==> src/rtl/head_prune_pkg.sv <==
// Shared types, default geometry and width helpers for the head-pruning sequencer.
package head_prune_pkg;

    localparam int DEF_WIDTH          = 8;
    localparam int DEF_BEATS_PER_HEAD = 32;
    localparam int DEF_NUM_HEADS      = 4;

    typedef enum logic [1:0] {
        IDLE   = 2'd0,
        ACCUM  = 2'd1,
        DECIDE = 2'd2,
        REPORT = 2'd3
    } state_e;

    // One beat sums 32 absolute products of 2*width bits.
    function automatic int sum_width(input int width);
        return 2 * width + 5;
    endfunction

    function automatic int acc_width(input int width, input int beats);
        return sum_width(width) + $clog2(beats);
    endfunction

endpackage

==> src/rtl/prune_accum.sv <==
// Clear/add accumulator for one head's beat sums.
// HEAD_PRUNE_SAT_EN defined: saturate at all-ones; otherwise wrap modulo 2^ACC_W.
module prune_accum #(
    parameter int SUM_W = 21,
    parameter int ACC_W = 26
) (
    input  logic             clk,
    input  logic             _reset,
    input  logic             clr,
    input  logic             add,
    input  logic [SUM_W-1:0] add_val,
    output logic [ACC_W-1:0] acc
);

    logic [ACC_W-1:0] acc_q;
    logic [ACC_W-1:0] acc_d;
`ifdef HEAD_PRUNE_SAT_EN
    logic [ACC_W:0]   wide_s;

    assign wide_s = {1'b0, acc_q} + (ACC_W+1)'(add_val);
`endif

    // Next accumulator value: clear has priority over add.
    always_comb begin
        acc_d = acc_q;
        if (clr) begin
            acc_d = '0;
        end else if (add) begin
`ifdef HEAD_PRUNE_SAT_EN
            if (wide_s[ACC_W]) begin
                acc_d = '1;
            end else begin
                acc_d = wide_s[ACC_W-1:0];
            end
`else
            acc_d = acc_q + ACC_W'(add_val);
`endif
        end else begin
            acc_d = acc_q;
        end
    end

    // Accumulator register.
    always_ff @(posedge clk or negedge _reset) begin
        if (!_reset) begin
            acc_q <= '0;
        end else begin
            acc_q <= acc_d;
        end
    end

    assign acc = acc_q;

endmodule

==> src/rtl/head_prune_ctrl.sv <==
// Head-pruning sequencer: accumulates beats per head, decides prune against a
// latched threshold and builds a per-pass mask. Optional macro: HEAD_PRUNE_SAT_EN.
module head_prune_ctrl
    import head_prune_pkg::*;
#(
    parameter int WIDTH          = DEF_WIDTH,
    parameter int BEATS_PER_HEAD = DEF_BEATS_PER_HEAD,
    parameter int NUM_HEADS      = DEF_NUM_HEADS,
    parameter int SUM_W          = sum_width(WIDTH),
    parameter int ACC_W          = acc_width(WIDTH, BEATS_PER_HEAD),
    localparam int HEAD_W        = (NUM_HEADS > 1) ? $clog2(NUM_HEADS) : 1
) (
    input  logic                 clk,
    input  logic                 _reset,
    input  logic                 start,
    input  logic [ACC_W-1:0]     threshold,
    output logic                 busy,
    input  logic                 beat_valid,
    output logic                 beat_ready,
    input  logic [SUM_W-1:0]     beat_abs_sum,
    output logic                 res_valid,
    input  logic                 res_ready,
    output logic [HEAD_W-1:0]    res_head,
    output logic                 res_prune,
    output logic [ACC_W-1:0]     res_sum,
    output logic [NUM_HEADS-1:0] prune_mask,
    output logic                 pass_done
);

    localparam int CNT_W = $clog2(BEATS_PER_HEAD);
    localparam logic [CNT_W-1:0]  LAST_BEAT = CNT_W'(BEATS_PER_HEAD - 1);
    localparam logic [HEAD_W-1:0] LAST_HEAD = HEAD_W'(NUM_HEADS - 1);

    state_e                state_q, state_d;
    logic [ACC_W-1:0]      thr_q, thr_d;
    logic [CNT_W-1:0]      cnt_q, cnt_d;
    logic [HEAD_W-1:0]     head_q, head_d;
    logic [ACC_W-1:0]      res_sum_q, res_sum_d;
    logic                  res_prune_q, res_prune_d;
    logic [NUM_HEADS-1:0]  mask_q, mask_d;
    logic                  pass_done_q, pass_done_d;
    logic                  busy_q, busy_d;
    logic                  beat_ready_q, beat_ready_d;
    logic                  res_valid_q, res_valid_d;
    logic                  acc_clr_s;
    logic                  acc_add_s;
    logic [ACC_W-1:0]      acc_s;

    prune_accum #(
        .SUM_W (SUM_W),
        .ACC_W (ACC_W)
    ) u_accum (
        .clk     (clk),
        ._reset  (_reset),
        .clr     (acc_clr_s),
        .add     (acc_add_s),
        .add_val (beat_abs_sum),
        .acc     (acc_s)
    );

    // Sequencer next-state, counters, decision and mask.
    always_comb begin
        state_d     = state_q;
        thr_d       = thr_q;
        cnt_d       = cnt_q;
        head_d      = head_q;
        res_sum_d   = res_sum_q;
        res_prune_d = res_prune_q;
        mask_d      = mask_q;
        pass_done_d = 1'b0;
        acc_clr_s   = 1'b0;
        acc_add_s   = 1'b0;
        case (state_q)
            IDLE: begin
                if (start) begin
                    thr_d     = threshold;
                    cnt_d     = '0;
                    head_d    = '0;
                    mask_d    = '0;
                    acc_clr_s = 1'b1;
                    state_d   = ACCUM;
                end else begin
                    state_d = IDLE;
                end
            end
            ACCUM: begin
                if (beat_valid && beat_ready_q) begin
                    acc_add_s = 1'b1;
                    if (cnt_q == LAST_BEAT) begin
                        cnt_d   = '0;
                        state_d = DECIDE;
                    end else begin
                        cnt_d = cnt_q + CNT_W'(1);
                    end
                end else begin
                    state_d = ACCUM;
                end
            end
            DECIDE: begin
                res_sum_d      = acc_s;
                res_prune_d    = (acc_s <= thr_q);
                mask_d[head_q] = (acc_s <= thr_q);
                state_d        = REPORT;
            end
            REPORT: begin
                if (res_ready) begin
                    if (head_q == LAST_HEAD) begin
                        pass_done_d = 1'b1;
                        state_d     = IDLE;
                    end else begin
                        head_d    = head_q + HEAD_W'(1);
                        cnt_d     = '0;
                        acc_clr_s = 1'b1;
                        state_d   = ACCUM;
                    end
                end else begin
                    state_d = REPORT;
                end
            end
            default: begin
                state_d = IDLE;
            end
        endcase
        // Handshake outputs are registered decodes of the next state.
        busy_d       = (state_d != IDLE);
        beat_ready_d = (state_d == ACCUM);
        res_valid_d  = (state_d == REPORT);
    end

    // Sequencer state and registered outputs.
    always_ff @(posedge clk or negedge _reset) begin
        if (!_reset) begin
            state_q      <= IDLE;
            thr_q        <= '0;
            cnt_q        <= '0;
            head_q       <= '0;
            res_sum_q    <= '0;
            res_prune_q  <= 1'b0;
            mask_q       <= '0;
            pass_done_q  <= 1'b0;
            busy_q       <= 1'b0;
            beat_ready_q <= 1'b0;
            res_valid_q  <= 1'b0;
        end else begin
            state_q      <= state_d;
            thr_q        <= thr_d;
            cnt_q        <= cnt_d;
            head_q       <= head_d;
            res_sum_q    <= res_sum_d;
            res_prune_q  <= res_prune_d;
            mask_q       <= mask_d;
            pass_done_q  <= pass_done_d;
            busy_q       <= busy_d;
            beat_ready_q <= beat_ready_d;
            res_valid_q  <= res_valid_d;
        end
    end

    assign busy       = busy_q;
    assign beat_ready = beat_ready_q;
    assign res_valid  = res_valid_q;
    assign res_head   = head_q;
    assign res_prune  = res_prune_q;
    assign res_sum    = res_sum_q;
    assign prune_mask = mask_q;
    assign pass_done  = pass_done_q;

endmodule

==> config.mk <==
export PLATFORM = sky130hd
export DESIGN_NAME = head_prune_ctrl
export DESIGN_NICKNAME = d
export VERILOG_FILES = /design/src/rtl/head_prune_pkg.sv /design/src/rtl/prune_accum.sv /design/src/rtl/head_prune_ctrl.sv
export SDC_FILE = /design/constraint.sdc
export NUM_CORES = 1
export LEC_CHECK = 0
export CORE_MARGIN = 5
export CORE_UTILIZATION = 49
export DETAILED_ROUTE_END_ITERATION = 6
export PLACE_DENSITY = 0.84
export SYNTH_ARGS = -nofsm -noshare
export SYNTH_HDL_FRONTEND = slang
export SYNTH_SLANG_ARGS = --single-unit
==> constraint.sdc <==
create_clock -name clk -period 2.2 [get_ports clk]
set_input_delay 0.33 -clock clk [delete_from_list [all_inputs] [get_ports clk]]
set_output_delay 0.33 -clock clk [all_outputs]
set_load 0.02 [all_outputs]
=== Yosys cells after proc, flatten, opt, wreduce, memory -nomap -nowiden ===
Cells that the tools add are included.

* Eq/ne operators: 11
* Magnitude comparators: 3
* Multiplexer cells: 32
* Reduce and logical (&&, ||, !) cells: 12
* Add/subtract/negate cells: 3

{| class="wikitable"
|+ Operators with widths
! cell !! number
|-
| 26-bit two-way mux || 2
|-
| 26-bit by 21-bit adder with 26-bit output || 1
|-
| 26-bit <= comparator || 1
|-
| 5-bit two-way mux || 5
|-
| 5-bit one-hot mux with 3 select lines || 1
|-
| 2-bit two-way mux || 6
|-
| 1-bit two-way mux || 11
|-
| 2-bit equality test (second input constant) || 4
|-
| 2-bit inequality test (second input constant) || 4
|-
| 2-bit one-hot mux with 4 select lines || 1
|-
| 4-bit one-hot mux with 2 select lines || 1
|-
| 2-bit nonzero test || 4
|-
| 5-bit by 1-bit adder with 5-bit output (second input constant) || 1
|-
| 5-bit equality test (second input constant) || 1
|-
| 5-bit AND reduction || 1
|-
| 4-bit bitwise mux || 1
|-
| 2-bit by 1-bit equality test with 1-bit output (second input constant) || 2
|-
| 4-bit two-way mux || 1
|-
| 2-bit one-hot mux with 2 select lines || 1
|-
| 2-bit AND reduction || 2
|-
| 4-bit AND reduction || 1
|-
| 2-bit by 3-bit less-than comparator with 1-bit output (second input constant) || 1
|-
| 3-bit nonzero test || 1
|-
| 2-bit by 1-bit adder with 2-bit output (second input constant) || 1
|-
| other kinds (5) || 6
|}

* Bits in registers: 96
* Logic and storage cells: 73
* Input bits: 52
* Output and inout bits: 37

=== Depth between registers and ports, before layout ===
Gate-level depths: netlist of the first run.

* Depth after elaboration: 6
* Depth in mapped cells: 10
* Gate-level depth less buffers: 10

=== By module ===
Synthesis of the first run repeated with hierarchy kept, for this count alone.

* Cell total of the unflattened synthesis: 554
* Area, all modules: 5,746.8 µm²

{| class="wikitable"
|+ Modules (own cells, without submodules)
! module !! area each (µm²) !! cells each !! times used
|-
| head_prune_ctrl || 3,543.4 || 304 || 1
|-
| prune_accum || 2,203.4 || 250 || 1
|}

=== Worst setup path before layout of the first run ===
OpenSTA, ideal clock, no wires.

* Path kind: flip-flop to flip-flop
* Start point: register u_accum.acc_q[0] (netlist: u_accum.acc[0])
* End point: register u_accum.acc_q[14] (netlist: u_accum.acc[14])
* Stages on the path, launching flop included: 11
* Clock period less this slack: 2,288 ps
* Arrival: 2,167 ps
* Setup slack: -88 ps
* Setup time: 121 ps
* Data required time: 2,079 ps
* Cells stage by stage: dfrtp_1 > ha_1 > inv_1 > fa_1 > nand2b_1 > a21o_1 > a31oi_1 > a21oi_1 > o21ai_0 > xor2_1 > a22o_1

* Longest elaborated chain between the ends: 3

{| class="wikitable"
|+ Ends and longest elaborated chain
! element !! line !! source
|-
| from (decl) || prune_accum.sv:15 || <nowiki>logic [ACC_W-1:0] acc_q;</nowiki>
|-
| from (signal assigned) || prune_accum.sv:46 || <nowiki>acc_q <= '0;</nowiki>
|-
| from (signal assigned) || prune_accum.sv:48 || <nowiki>acc_q <= acc_d;</nowiki>
|-
| 26-bit by 21-bit adder with 26-bit output || prune_accum.sv:36 || <nowiki>acc_d = acc_q + ACC_W'(add_val);</nowiki>
|-
| 26-bit two-way mux || prune_accum.sv:28 || <nowiki>end else if (add) begin</nowiki>
|-
| 26-bit two-way mux || prune_accum.sv:26 || <nowiki>if (clr) begin</nowiki>
|}

Every way passes these cells. The select of a mux whose other input is x is not followed.
A chain may end at the register's enable or synchronous reset.

=== Worst setup path after layout of the first run ===
* Start point: register u_accum.acc_q[0] (netlist: u_accum.acc[0])
* End point: register u_accum.acc_q[22] (netlist: u_accum.acc[22])

Same word-level chain as after synthesis.

==> flow_summary_export.csv, run 1 <==
group,metric,value,unit
routing,wl,19000,um
routing,initialDrtViolationCount,650,
global_route,grt_max_degree,44,
floorplan,core-area,11400,sq um
critical_path,required,2.48,ns
logic_synthesis,synth_edf_count,0,
timing,fmax,0.389,GHz
critical_path,worstPathMaxFanout,3,
clock_tree,root_buffer,"clkbuf_16",
timing,worst_slack,-0.368,ns
power,power_per_cell_area,1310,nW/um^2
floorplan,dieHeight,117,um
floorplan,start_util,0.497,
global_route,antenna_found_initial,0,
clock_tree,cts_buffers,9,
cells_and_area,num-nets-final,850,
global_route,track_usage,0.239,
power,pwr-share-seq,0.259,
floorplan,dieArea,13800,sq um
critical_path,cp.arrival,2.85,ns
logic_synthesis,ys.flop_type,"dfrtp_1",
routing,wl_per_cell,21.4,um
logic_synthesis,synth-seq-area-share,0.425,
outcome,failed_checks,"setup timing",
timing,hold_violations,0,
timing,relSlewSlack,0.705,
timing,finalCriticalPeriod,2.57,ns
timing,fin_crit_sh,1.17,
timing,slew_violations,0,
clock_tree,cts_max_path_buffers,2,
power,power,10.9,mW
logic_synthesis,avgSynthCellArea,10.2,sq um
worst_hold_path,min_path_type,"input pin to asynchronous set/reset pin",
routing,first_pass_iters,5,
logic_synthesis,synth_cell_types,49,
power,irDropWorstVdd,0.000627,V
run,cap_violations,0,
timing,rsz0062_at_grt,"true",
power,internal-power,6.37,mW
clock_tree,clock_sinks,96,
cells_and_area,diodes,0,
routing,drt-vias-per-instance,6.11,
critical_path,r2r_start,"u_accum.acc[0]$_DFFE_PN0P_",
logic_synthesis,ys_ff_latch,96,
routing,antenna_left,0,
power,clkPwrFrac,0.145,
routing,num_vias,5427,
global_route,grt_pass1_wl,27100,um
power,switching_share,0.415,
cells_and_area,syn2layout_area_growth,46.8,%
cells_and_area,final_cells,888,
clock_tree,cts_max_level,3,
power,power_switching,4.51,mW
critical_path,r2r.worst_path.cells,10,
cells_and_area,drive_gt1_frac,0.340,
place,dp_slack,-0.536,ns
critical_path,crit_path_start_kind,"register",
critical_path,worstSetupPathType,"register to register",
floorplan,num_io_pins,89,
place,finalWeightedCongestion,0.911,
place,dp_cells,857,
logic_synthesis,syn-cell-area,5650,sq um
logic_synthesis,syn_nets,663,
timing,worst_pin_slew,0.442,ns
timing,finalSetupViolCount,13,
critical_path,rrSetupSlack,-0.37,ns
critical_path,timing.rr.end,"u_accum.acc[22]$_DFFE_PN0P_",
power,p_leak,3.88,nW
power,comb_power_share,0.596,
global_route,grt_pass1_vias,5323,
clock_tree,path_clk_slew,0.07,ns
critical_path,cp-end-kind,"register",
logic_synthesis,yosys_warnings,0,
global_route,grt_overflow,0,
logic_synthesis,async_flop_share,1.00,
floorplan,rows,39,
clock_tree,clk_latency,0.36,ns
place,io_buffers,88,
outcome,status,"finished, violations left",
floorplan,die_width,117,um
routing,route.detailed.drc,0,
timing,fin_skew,0.00685,ns
logic_synthesis,netlist_instances,553,
place,hpwl,11800,um
clock_tree,cts_tree,"done",
==> Yosys cell counts (3+ instances only) <==
cell      count  share of area
a22o_1        6         0.0093
nand4_1       7         0.0077
nand2b_1      7         0.0077
nor2b_1       8         0.0089
ha_1         57           0.13
nand3_1      14          0.012
a31oi_1       5         0.0055
nand2_1      40          0.027
mux2_2       52           0.10
a211oi_1      7         0.0093
dfrtp_1      96           0.42
and2_1        3         0.0033
clkbuf_1     10         0.0066
o21ai_0      38          0.034
a21oi_1      42          0.037
inv_1        42          0.028
nor2_1       21          0.014
nor3_1       11         0.0097
or3_1         8         0.0089
xor2_1        6         0.0093
a21o_1       24          0.032
or2_2         6         0.0066
xnor2_1       6         0.0093
==> sequential cells by signal (all words and copies together) (netlist names), 2 cells and up <==
| signal | cells |
|---|---|
| cnt_q | 5 |
| prune_mask | 4 |
| res_head | 2 |
| res_sum | 26 |
| state_q | 2 |
| thr_q | 26 |
| u_accum.acc | 26 |
==> cells in the final DEF, fill, tap and decap left out, types with 4 or more instances in the layout <==
master           synthesis  final
nor3_1                  11      7
clkdlybuf4s50_1          0     82
mux2_2                  52     52
dlymetal6s2s_1           0      4
clkbuf_16                0      9
or3_1                    8      6
o21ai_0                 38     22
nand3_1                 14     12
xor2_1                   6      6
a211oi_1                 7      4
nand2b_1                 7      6
xnor2_1                  6      5
a21oi_2                  0     11
a21oi_1                 42     28
ha_1                    57     39
dfrtp_1                 96     93
a21o_1                  24     24
nand4_1                  7      7
nor2_1                  21     18
ha_4                     0     17
o21ai_1                  2     13
buf_4                    0     94
nor2b_1                  8      8
a22o_1                   6      6
inv_1                   42     41
or2_2                    6      6
nand2_1                 40     37
==> stage by stage <==
stage	TNS, ns	hold WS [ns]	area, sq um	util
finish	-2.20	0.457	8300	0.730
global route	-3.12	0.508	8300	0.730
CTS	-0.545	0.478	7830	0.689
detailed placement	-8.44	0.310	7350	0.646
global placement	-6.68	0.296	7350	0.646
floorplan	0	0.0344	5680	-
==> repair_timing <==
item                       in CTS  in global routing
setup endpoints to repair      18                 23
hold buffers                    1                  0
hold endpoints to repair       31                  0
pin swaps                      31                 40
resized for setup              30                 78
buffers inserted                5                 10
==> layout make-up <==
| cell class | instances | area [sq um] |
|---|---|---|
| well taps | 143 | 179 |
| fillers | 680 | 3070 |
| repair buffers | 188 | 1690 |
| clock inverters | 3 | 25.0 |
| multi-input cells | 403 | 3580 |
| inverters | 42 | 158 |
| flip-flops and latches | 96 | 2410 |
| clock buffers | 13 | 270 |
==> routing by layer <==
metal  GRT usage  up-vias  part of all wire
li1            -     2365                 -
met1       0.309     2629              0.40
met2       0.397      342              0.48
met3      0.0491       91             0.076
met4      0.0856        0             0.047
met5           0        -                 0
==> power groups by stage <==
| stage | clock network [mW] | logic (mW) | registers, mW |
|---|---|---|---|
| final | 1.57 | 6.48 | 2.82 |
| after global routing | 1.67 | 6.93 | 2.87 |
| after CTS | 1.57 | 5.41 | 2.73 |
| after detailed placement | 0 | 5.04 | 2.74 |
| after global placement | 0 | 4.75 | 2.70 |
| after floorplan | 0 | 2.99 | 2.67 |
==> cell families (layout without fill, tap and decap cells) <==
kind of cell / count (synthesis) / after routing / share of synthesized area
AO/OA/AOI/OAI: 144 / 144 / 0.161
XOR/XNOR: 12 / 12 / 0.0186
adder cells (fa/ha/maj): 58 / 58 / 0.130
buffers and inverters: 54 / 246 / 0.0394
flip-flops: 96 / 96 / 0.425
multiplexers: 53 / 53 / 0.105
AND/OR/NAND/NOR: 136 / 136 / 0.121
==> critical path, cell delays in order (launching register included) <==
cell      delay (ns)
dfrtp_1         0.40
ha_2            0.21
inv_2           0.06
fa_2            0.40
nand2b_4        0.18
a21oi_4         0.14
o21ai_4         0.10
a211oi_4        0.32
a221oi_2        0.14
or3_1           0.36
a21oi_1         0.17
==> how the worst max path moves through the flow <==
| stage | slack (ns) | endpoint | from |
|---|---|---|---|
| final | -0.37 | u_accum.acc[22]$_DFFE_PN0P_ | u_accum.acc[0]$_DFFE_PN0P_ |
| after global routing | -0.42 | u_accum.acc[22]$_DFFE_PN0P_ | u_accum.acc[0]$_DFFE_PN0P_ |
| after CTS | -0.17 | u_accum.acc[24]$_DFFE_PN0P_ | u_accum.acc[0]$_DFFE_PN0P_ |
| after detailed placement | -0.54 | u_accum.acc[22]$_DFFE_PN0P_ | beat_abs_sum[0] |
| after global placement | -0.45 | u_accum.acc[22]$_DFFE_PN0P_ | beat_abs_sum[0] |
| after floorplan | 0.02 | u_accum.acc[22]$_DFFE_PN0P_ | u_accum.acc[0]$_DFFE_PN0P_ |
No activity file was read; power rests on OpenSTA's default activity.
==> run 2, diff against run 1 <==
--- a/config.mk
+++ b/config.mk
@@ -7,6 +7,7 @@
 export LEC_CHECK = 0
 export CORE_MARGIN = 5
 export CORE_UTILIZATION = 49
+export CTS_CLUSTER_DIAMETER = 100
 export DETAILED_ROUTE_END_ITERATION = 6
 export PLACE_DENSITY = 0.84
 export SYNTH_ARGS = -nofsm -noshare
==> results of run 2 <==
Same layout as run 1: the final DEF is identical, and so are final timing and power.
